===== src/rtl/shift_ctrl_pkg.sv =====
// -----------------------------------------------------------------------------
// shift_ctrl_pkg
//   Shared types and helpers for the rotating-LED step controller.
//   - speed_t       : 2-bit speed index (step period = base >> index)
//   - dbnc_state_t  : debouncer FSM states
//   - BTN_* indices : bit positions of the three buttons in the top's vectors
//   - period_for()  : step period in clk cycles for a given speed index
// -----------------------------------------------------------------------------
package shift_ctrl_pkg;

  typedef logic [1:0] speed_t;

  typedef enum logic [1:0] {
    RELEASED    = 2'd0,
    CHK_PRESS   = 2'd1,
    PRESSED     = 2'd2,
    CHK_RELEASE = 2'd3
  } dbnc_state_t;

  // Button ordering inside the top-level vectors.
  localparam int NUM_BTN   = 3;
  localparam int BTN_RUN   = 0;
  localparam int BTN_SPEED = 1;
  localparam int BTN_DIR   = 2;

  // Halving the base period for each speed step: 1, 1/2, 1/4, 1/8 of base.
  function automatic int period_for(input int base, input speed_t s);
    return base >> s;
  endfunction

endpackage


===== src/rtl/btn_debounce.sv =====
// -----------------------------------------------------------------------------
// btn_debounce
//   One raw push-button: 2-FF synchroniser, polarity normalisation and a
//   four-state debounce FSM. A change of level is accepted only after the new
//   level has been seen for DEBOUNCE_CYCLES further consecutive samples.
//   Ports:
//     clk          system clock
//     rst          asynchronous reset, active low
//     raw          raw asynchronous button level
//     pressed      debounced level (1 = pressed)
//     press_pulse  one-cycle pulse when a press is accepted (none on release)
// -----------------------------------------------------------------------------
module btn_debounce
  import shift_ctrl_pkg::*;
#(
  parameter int DEBOUNCE_CYCLES = 1_000_000,
  parameter bit BTN_ACTIVE_LOW  = 1'b1
) (
  input  logic clk,
  input  logic rst,
  input  logic raw,
  output logic pressed,
  output logic press_pulse
);

  // The counter only needs to reach DEBOUNCE_CYCLES-1; completion is detected
  // on that value so the accepting edge is the DEBOUNCE_CYCLES-th check edge.
  localparam int              CNT_W    = (DEBOUNCE_CYCLES > 1) ? $clog2(DEBOUNCE_CYCLES) : 1;
  localparam logic [CNT_W-1:0] CNT_LAST = CNT_W'(DEBOUNCE_CYCLES - 1);
  // Synchroniser resets to the electrical "not pressed" level so no phantom
  // press appears when reset is released.
  localparam logic            IDLE_LVL = BTN_ACTIVE_LOW;

  logic             sync1_reg;
  logic             sync2_reg;
  logic             level;

  dbnc_state_t      state_reg;
  dbnc_state_t      state_next;
  logic [CNT_W-1:0] cnt_reg;
  logic [CNT_W-1:0] cnt_next;
  logic             pulse_reg;
  logic             pulse_next;

  // Synchroniser.
  always_ff @(posedge clk or negedge rst) begin
    if (!rst) begin
      sync1_reg <= IDLE_LVL;
      sync2_reg <= IDLE_LVL;
    end else begin
      sync1_reg <= raw;
      sync2_reg <= sync1_reg;
    end
  end

  // Normalised level: 1 means the button is held down.
  assign level = sync2_reg ^ BTN_ACTIVE_LOW;

  // FSM state register (with its counter and registered pulse).
  always_ff @(posedge clk or negedge rst) begin
    if (!rst) begin
      state_reg <= RELEASED;
      cnt_reg   <= '0;
      pulse_reg <= 1'b0;
    end else begin
      state_reg <= state_next;
      cnt_reg   <= cnt_next;
      pulse_reg <= pulse_next;
    end
  end

  // Next-state logic. Any sample that disagrees with the level being checked
  // abandons the check and returns to the stable state it came from.
  always_comb begin
    state_next = state_reg;
    cnt_next   = cnt_reg;
    pulse_next = 1'b0;
    case (state_reg)
      RELEASED: begin
        cnt_next = '0;
        if (level) begin
          state_next = CHK_PRESS;
        end
      end
      CHK_PRESS: begin
        if (!level) begin
          state_next = RELEASED;
          cnt_next   = '0;
        end else if (cnt_reg == CNT_LAST) begin
          state_next = PRESSED;
          cnt_next   = '0;
          pulse_next = 1'b1;
        end else begin
          cnt_next = cnt_reg + 1'b1;
        end
      end
      PRESSED: begin
        cnt_next = '0;
        if (!level) begin
          state_next = CHK_RELEASE;
        end
      end
      CHK_RELEASE: begin
        if (level) begin
          state_next = PRESSED;
          cnt_next   = '0;
        end else if (cnt_reg == CNT_LAST) begin
          state_next = RELEASED;
          cnt_next   = '0;
        end else begin
          cnt_next = cnt_reg + 1'b1;
        end
      end
      default: begin
        state_next = RELEASED;
        cnt_next   = '0;
      end
    endcase
  end

  // Outputs: the debounced level stays "pressed" while a release is still
  // being confirmed.
  always_comb begin
    pressed     = (state_reg == PRESSED) || (state_reg == CHK_RELEASE);
    press_pulse = pulse_reg;
  end

endmodule


===== src/rtl/shift_step_ctrl.sv =====
// -----------------------------------------------------------------------------
// shift_step_ctrl
//   Control stage for the 4-LED rotator: turns three raw buttons into a
//   run/pause flag, a 2-bit speed index and a direction bit, and issues a
//   one-cycle step pulse every CLK_HZ >> speed cycles while running.
//   Ports:
//     clk        system clock
//     rst        asynchronous reset, active low
//     btn_run    raw button, each press toggles run/pause
//     btn_speed  raw button, each press advances the speed index (mod 4)
//     btn_dir    raw button, each press toggles direction
//     step       one-cycle shift enable for the rotator
//     dir        0: forward rotation, 1: reverse rotation
//     running    1 while steps are being issued
//     speed      current speed index
// -----------------------------------------------------------------------------
module shift_step_ctrl
  import shift_ctrl_pkg::*;
#(
  parameter int CLK_HZ          = 50_000_000,
  parameter int DEBOUNCE_CYCLES = 1_000_000,
  parameter bit BTN_ACTIVE_LOW  = 1'b1
) (
  input  logic       clk,
  input  logic       rst,
  input  logic       btn_run,
  input  logic       btn_speed,
  input  logic       btn_dir,
  output logic       step,
  output logic       dir,
  output logic       running,
  output logic [1:0] speed
);

  localparam int CNT_W = $clog2(CLK_HZ);

  logic [NUM_BTN-1:0] raw_vec;
  logic [NUM_BTN-1:0] level_vec;
  logic [NUM_BTN-1:0] pulse_vec;
  logic [NUM_BTN-1:0] act_vec;

  logic             step_reg;
  logic             step_next;
  logic             dir_reg;
  logic             dir_next;
  logic             running_reg;
  logic             running_next;
  speed_t           speed_reg;
  speed_t           speed_next;
  logic [CNT_W-1:0] cnt_reg;
  logic [CNT_W-1:0] cnt_next;
  logic [CNT_W-1:0] term_cnt;
  logic             at_term;

  assign raw_vec = {btn_dir, btn_speed, btn_run};

  generate
    for (genvar gi = 0; gi < NUM_BTN; gi++) begin : g_btn
      btn_debounce #(
        .DEBOUNCE_CYCLES (DEBOUNCE_CYCLES),
        .BTN_ACTIVE_LOW  (BTN_ACTIVE_LOW)
      ) u_dbnc (
        .clk         (clk),
        .rst         (rst),
        .raw         (raw_vec[gi]),
        .pressed     (level_vec[gi]),
        .press_pulse (pulse_vec[gi])
      );
    end
  endgenerate

  // A press pulse always coincides with the debounced level being "pressed";
  // qualifying with it keeps any glitch on the pulse path from acting alone.
  assign act_vec = pulse_vec & level_vec;

  // Terminal count for the speed currently in force. A speed change takes
  // effect on the period that starts after it, never on the current compare.
  assign term_cnt = CNT_W'(period_for(CLK_HZ, speed_reg) - 1);
  assign at_term  = (cnt_reg == term_cnt);

  always_comb begin
    // The step is decided from the state before this cycle's presses, so a
    // pause or speed press landing on the terminal count still issues it.
    step_next    = running_reg && at_term;
    running_next = running_reg ^ act_vec[BTN_RUN];
    dir_next     = dir_reg ^ act_vec[BTN_DIR];
    speed_next   = speed_reg + speed_t'(act_vec[BTN_SPEED]);

    // Speed change restarts a full period; pausing freezes the count.
    if (act_vec[BTN_SPEED]) begin
      cnt_next = '0;
    end else if (running_reg) begin
      cnt_next = at_term ? '0 : cnt_reg + 1'b1;
    end else begin
      cnt_next = cnt_reg;
    end
  end

  always_ff @(posedge clk or negedge rst) begin
    if (!rst) begin
      step_reg    <= 1'b0;
      dir_reg     <= 1'b0;
      running_reg <= 1'b1;
      speed_reg   <= '0;
      cnt_reg     <= '0;
    end else begin
      step_reg    <= step_next;
      dir_reg     <= dir_next;
      running_reg <= running_next;
      speed_reg   <= speed_next;
      cnt_reg     <= cnt_next;
    end
  end

  assign step    = step_reg;
  assign dir     = dir_reg;
  assign running = running_reg;
  assign speed   = speed_reg;

endmodule


===== config.mk =====
export PLATFORM = sky130hd
export DESIGN_NAME = shift_step_ctrl
export DESIGN_NICKNAME = d
export VERILOG_FILES = /design/src/rtl/shift_ctrl_pkg.sv /design/src/rtl/btn_debounce.sv /design/src/rtl/shift_step_ctrl.sv
export SDC_FILE = /design/constraint.sdc
export NUM_CORES = 1
export LEC_CHECK = 0
export ABC_AREA = 1
export BUFFER_PORTS_ARGS = -buffer_cell sky130_fd_sc_hd__buf_2
export CELL_PAD_IN_SITES_DETAIL_PLACEMENT = 0
export CELL_PAD_IN_SITES_GLOBAL_PLACEMENT = 2
export CORE_UTILIZATION = 41
export DETAILED_ROUTE_END_ITERATION = 10
export GPL_TIMING_DRIVEN = 0
export PLACE_DENSITY_LB_ADDON = 0.1
export SKIP_CTS_REPAIR_TIMING = 1
export SYNTH_ARGS = -nofsm -noshare
export SYNTH_HDL_FRONTEND = slang
export SYNTH_SLANG_ARGS = --single-unit

===== constraint.sdc =====
create_clock -name clk -period 3 [get_ports clk]
set_clock_uncertainty 0.1 [all_clocks]
set_input_delay 0.3 -clock clk [delete_from_list [all_inputs] [get_ports clk]]
set_output_delay 0.3 -clock clk [all_outputs]
set_load 0.01 [all_outputs]

==> results.txt <==
Kind of critical path: reg -> reg
Syn nets: 787
DRT iter0 DRCs: 302
Sw frac: 0.230
Synth async-reset ratio: 1.00
Register bit total from synthesis: 106
Setup TNS: 0 ns
Net Switching: 0.000615 W
Largest stage delay on the critical path: 0.39 ns
Area of the multi-input gates: 0.00279 mm^2
CP most frequent cell: nand2_1
Failing checks: hold timing
Part of the power in registers: 0.541
FF+latch area: 0.00266 mm^2
Most common cell after layout, fill and taps aside: nand2_1
Gate power share: 0.026
Post-synth top flop: dfrtp_1
Mapped Area: 0.00588 mm^2
IO Count: 10
Final ANT Viol Nets: 0
Startpoint types: register
DR WL/cell: 13.7 um
Clock power frac: 0.433
Status: finished with violations
Number of fill cells: 1388
Number of inserted diodes: 0
Area grow syn2layout: 10.5%
Starting Density: 0.422
Critical Path AT: 2.08 ns
First-pass GRT wire length: 23300 um
PwrDens: 412 mW/mm^2
Clk slew on worst S/H paths: 0.07 ns
Least-Margin Pin Slew: 0.795 ns
CP delay by family, top: simple AND/OR/NAND/NOR gates
First-pass iteration count of the detailed router: 5
H-Tree Depth: 3
Fraction of layout cells with a size suffix above 1: 0.0893
Clock latency on the worst-skew pair: 0.35 ns
Mean Syn Cell Area: 7.56 um^2
EDFF count, synth: 0
Max Cap Viol: 0
PortBufs: 9
Period utilization: 0.654
DIE AREA: 0.0148 mm^2
Worst-case clock buffer depth: 2
All-Layer GR Usage: 0.201
Crit Path Max Fanout: 10
Worst Path Required: 3.12 ns
Commonest non-fill, non-tap cells in the layout: 185 x nand2_1, 126 x nor2_1, 99 x dfrtp_1
CP max-delay cell: dfrtp_1
VDD IR max: 0.487 mV
Core footprint: 0.0139 mm^2
Worst min-delay path category: in -> async
CTS Buf Count: 9
Setup violations, final: 0
Place WS: 1.04 ns
Vias in the first global route: 4807
CP endpoint kind: register
Syn. warnings: 0
# clock sinks: 106
DRC Markers: 0
Final hold vios: 55
Cell leakage power: 2.75 nW
Min cycle time layout: 1.96 ns
Worst setup margin: 1.04 ns
Number of nets in the layout: 811
Fraction of the yosys area taken by sequential cells: 0.453
Fmax: 510 MHz
Largest area contributor in the netlist: dfrtp_1
Initial antenna violation count: 0
RSZ-0062 raised after global routing: no
Hpwl dp: 10100 um
Synth top area share: 0.422
WP buf/inv: 1
Cell variety after synth: 38
Hold_ws: -0.0601 ns
Die Ht: 122 um
Slew headroom: 0.470
Cells after synthesis: 777
Die width: 122 um
DRT Wirelength: 13500 um
Slew Viols, Final: 0
Pin count of the biggest net entering global routing: 61
Std-Cell Rows: 43
CTS tree: built
Clock root buffer: clkbuf_16
GPL Wtd Cong: 0.891
GRT overflow: 0
Vias/cell: 4.99
CP cell instances: ha_1 -> nand2_1 -> nor2_2 -> nand2_1 -> nor2_1 -> nand2_1 -> nor2_2 -> nand2_2 -> nand2_4 -> buf_6 -> a21oi_1
Max FFs per register: 60
DR vias: 4922
Int Pwr: 0.00206 W
Area contributors post-synth: dfrtp_1 42%, nand2_1 12%, nor2_1 8.0%
## final timing paths
check / end / slack [ns] / startpoint / depth (start not counted)
min in group clk: g_btn[2].u_dbnc.sync2_reg / 0.26 / g_btn[2].u_dbnc.sync1_reg / 0
hold reg to reg: g_btn[2].u_dbnc.sync2_reg / 0.26 / g_btn[2].u_dbnc.sync1_reg / 0
max in group asynchronous: running / 2.09 / rst / 2
setup / recovery: cnt_reg[10] / 1.04 / cnt_reg[0] / 11
hold / removal: g_btn[2].u_dbnc.cnt_reg[10] / -0.06 / rst / 1
setup reg to reg: cnt_reg[10] / 1.04 / cnt_reg[0] / 11
## per-stage QoR
| step | instances | total power, W | instance area, um^2 | util | hold WS (ns) |
|---|---|---|---|---|---|
| 2_1_floorplan | 777 | 0.00150 | 5880 | - | -0.0956 |
| 4_1_cts | 983 | 0.00272 | 6460 | 0.464 | -0.0732 |
| 5_1_grt | 986 | 0.00279 | 6490 | 0.466 | 0.00519 |
| 3_5_place_dp | 967 | 0.00155 | 6180 | 0.443 | 0.248 |
| 3_3_place_gp | 966 | 0.00154 | 6150 | 0.441 | 0.246 |
| 6_report | 986 | 0.00268 | 6490 | 0.466 | -0.0601 |
## area by class of cell
cell class	count	area share
repair buffers	13	0.0162
clock buffers	11	0.0374
well taps	180	0.0347
plain buffers	12	0.0129
clock inverters	5	0.00694
flip-flops and latches	106	0.410
multi-input cells	568	0.429
inverters	91	0.0526
## per-layer routing
layer | global-route usage | vias to the layer above | wire [um]
met5 | 0 | - | 0
met4 | 0.0401 | 0 | 117
met1 | 0.266 | 2306 | 6550
met2 | 0.341 | 67 | 6410
met3 | 0.0417 | 8 | 431
li1 | - | 2541 | -
## worst register-to-register path, delay by kind of cell (launching register included)
family	cells	cell delay, ns
simple gates	8	0.94
flops	1	0.39
fa+ha+maj	1	0.18
buf+inv	1	0.16
compound gates	1	0.07
## synthesized netlist by cell type, drive strengths merged, types with 5 or more instances
cell type	count
xor2	25
nor2	136
ha	5
dfstp	7
dfrtp	99
xnor2	11
a21oi	29
buf	11
nand2	193
nand3	52
o21ai	33
nor3	37
nor3b	8
nand4	22
inv	91
## cell families (layout without fill, tap and decap cells)
family                   count (synthesis)  count (layout)  share of synthesized area
AO/OA/AOI/OAI                           70              70                     0.0647
XOR/XNOR                                36              36                     0.0537
adder cells (fa/ha/maj)                  5               5                     0.0106
buffers and inverters                  103             132                     0.0724
flip-flops                             106             106                      0.453
AND/OR/NAND/NOR                        457             457                      0.346
## power by group through the flow
stage               clock network (W)  logic (W)  registers (W)
floorplan                           0  0.0000246        0.00147
global placement                    0  0.0000640        0.00147
detailed placement                  0  0.0000702        0.00148
CTS                           0.00121  0.0000703        0.00145
global route                  0.00126  0.0000826        0.00145
finish                        0.00116  0.0000694        0.00145
Power figures use the tool's default switching activity.
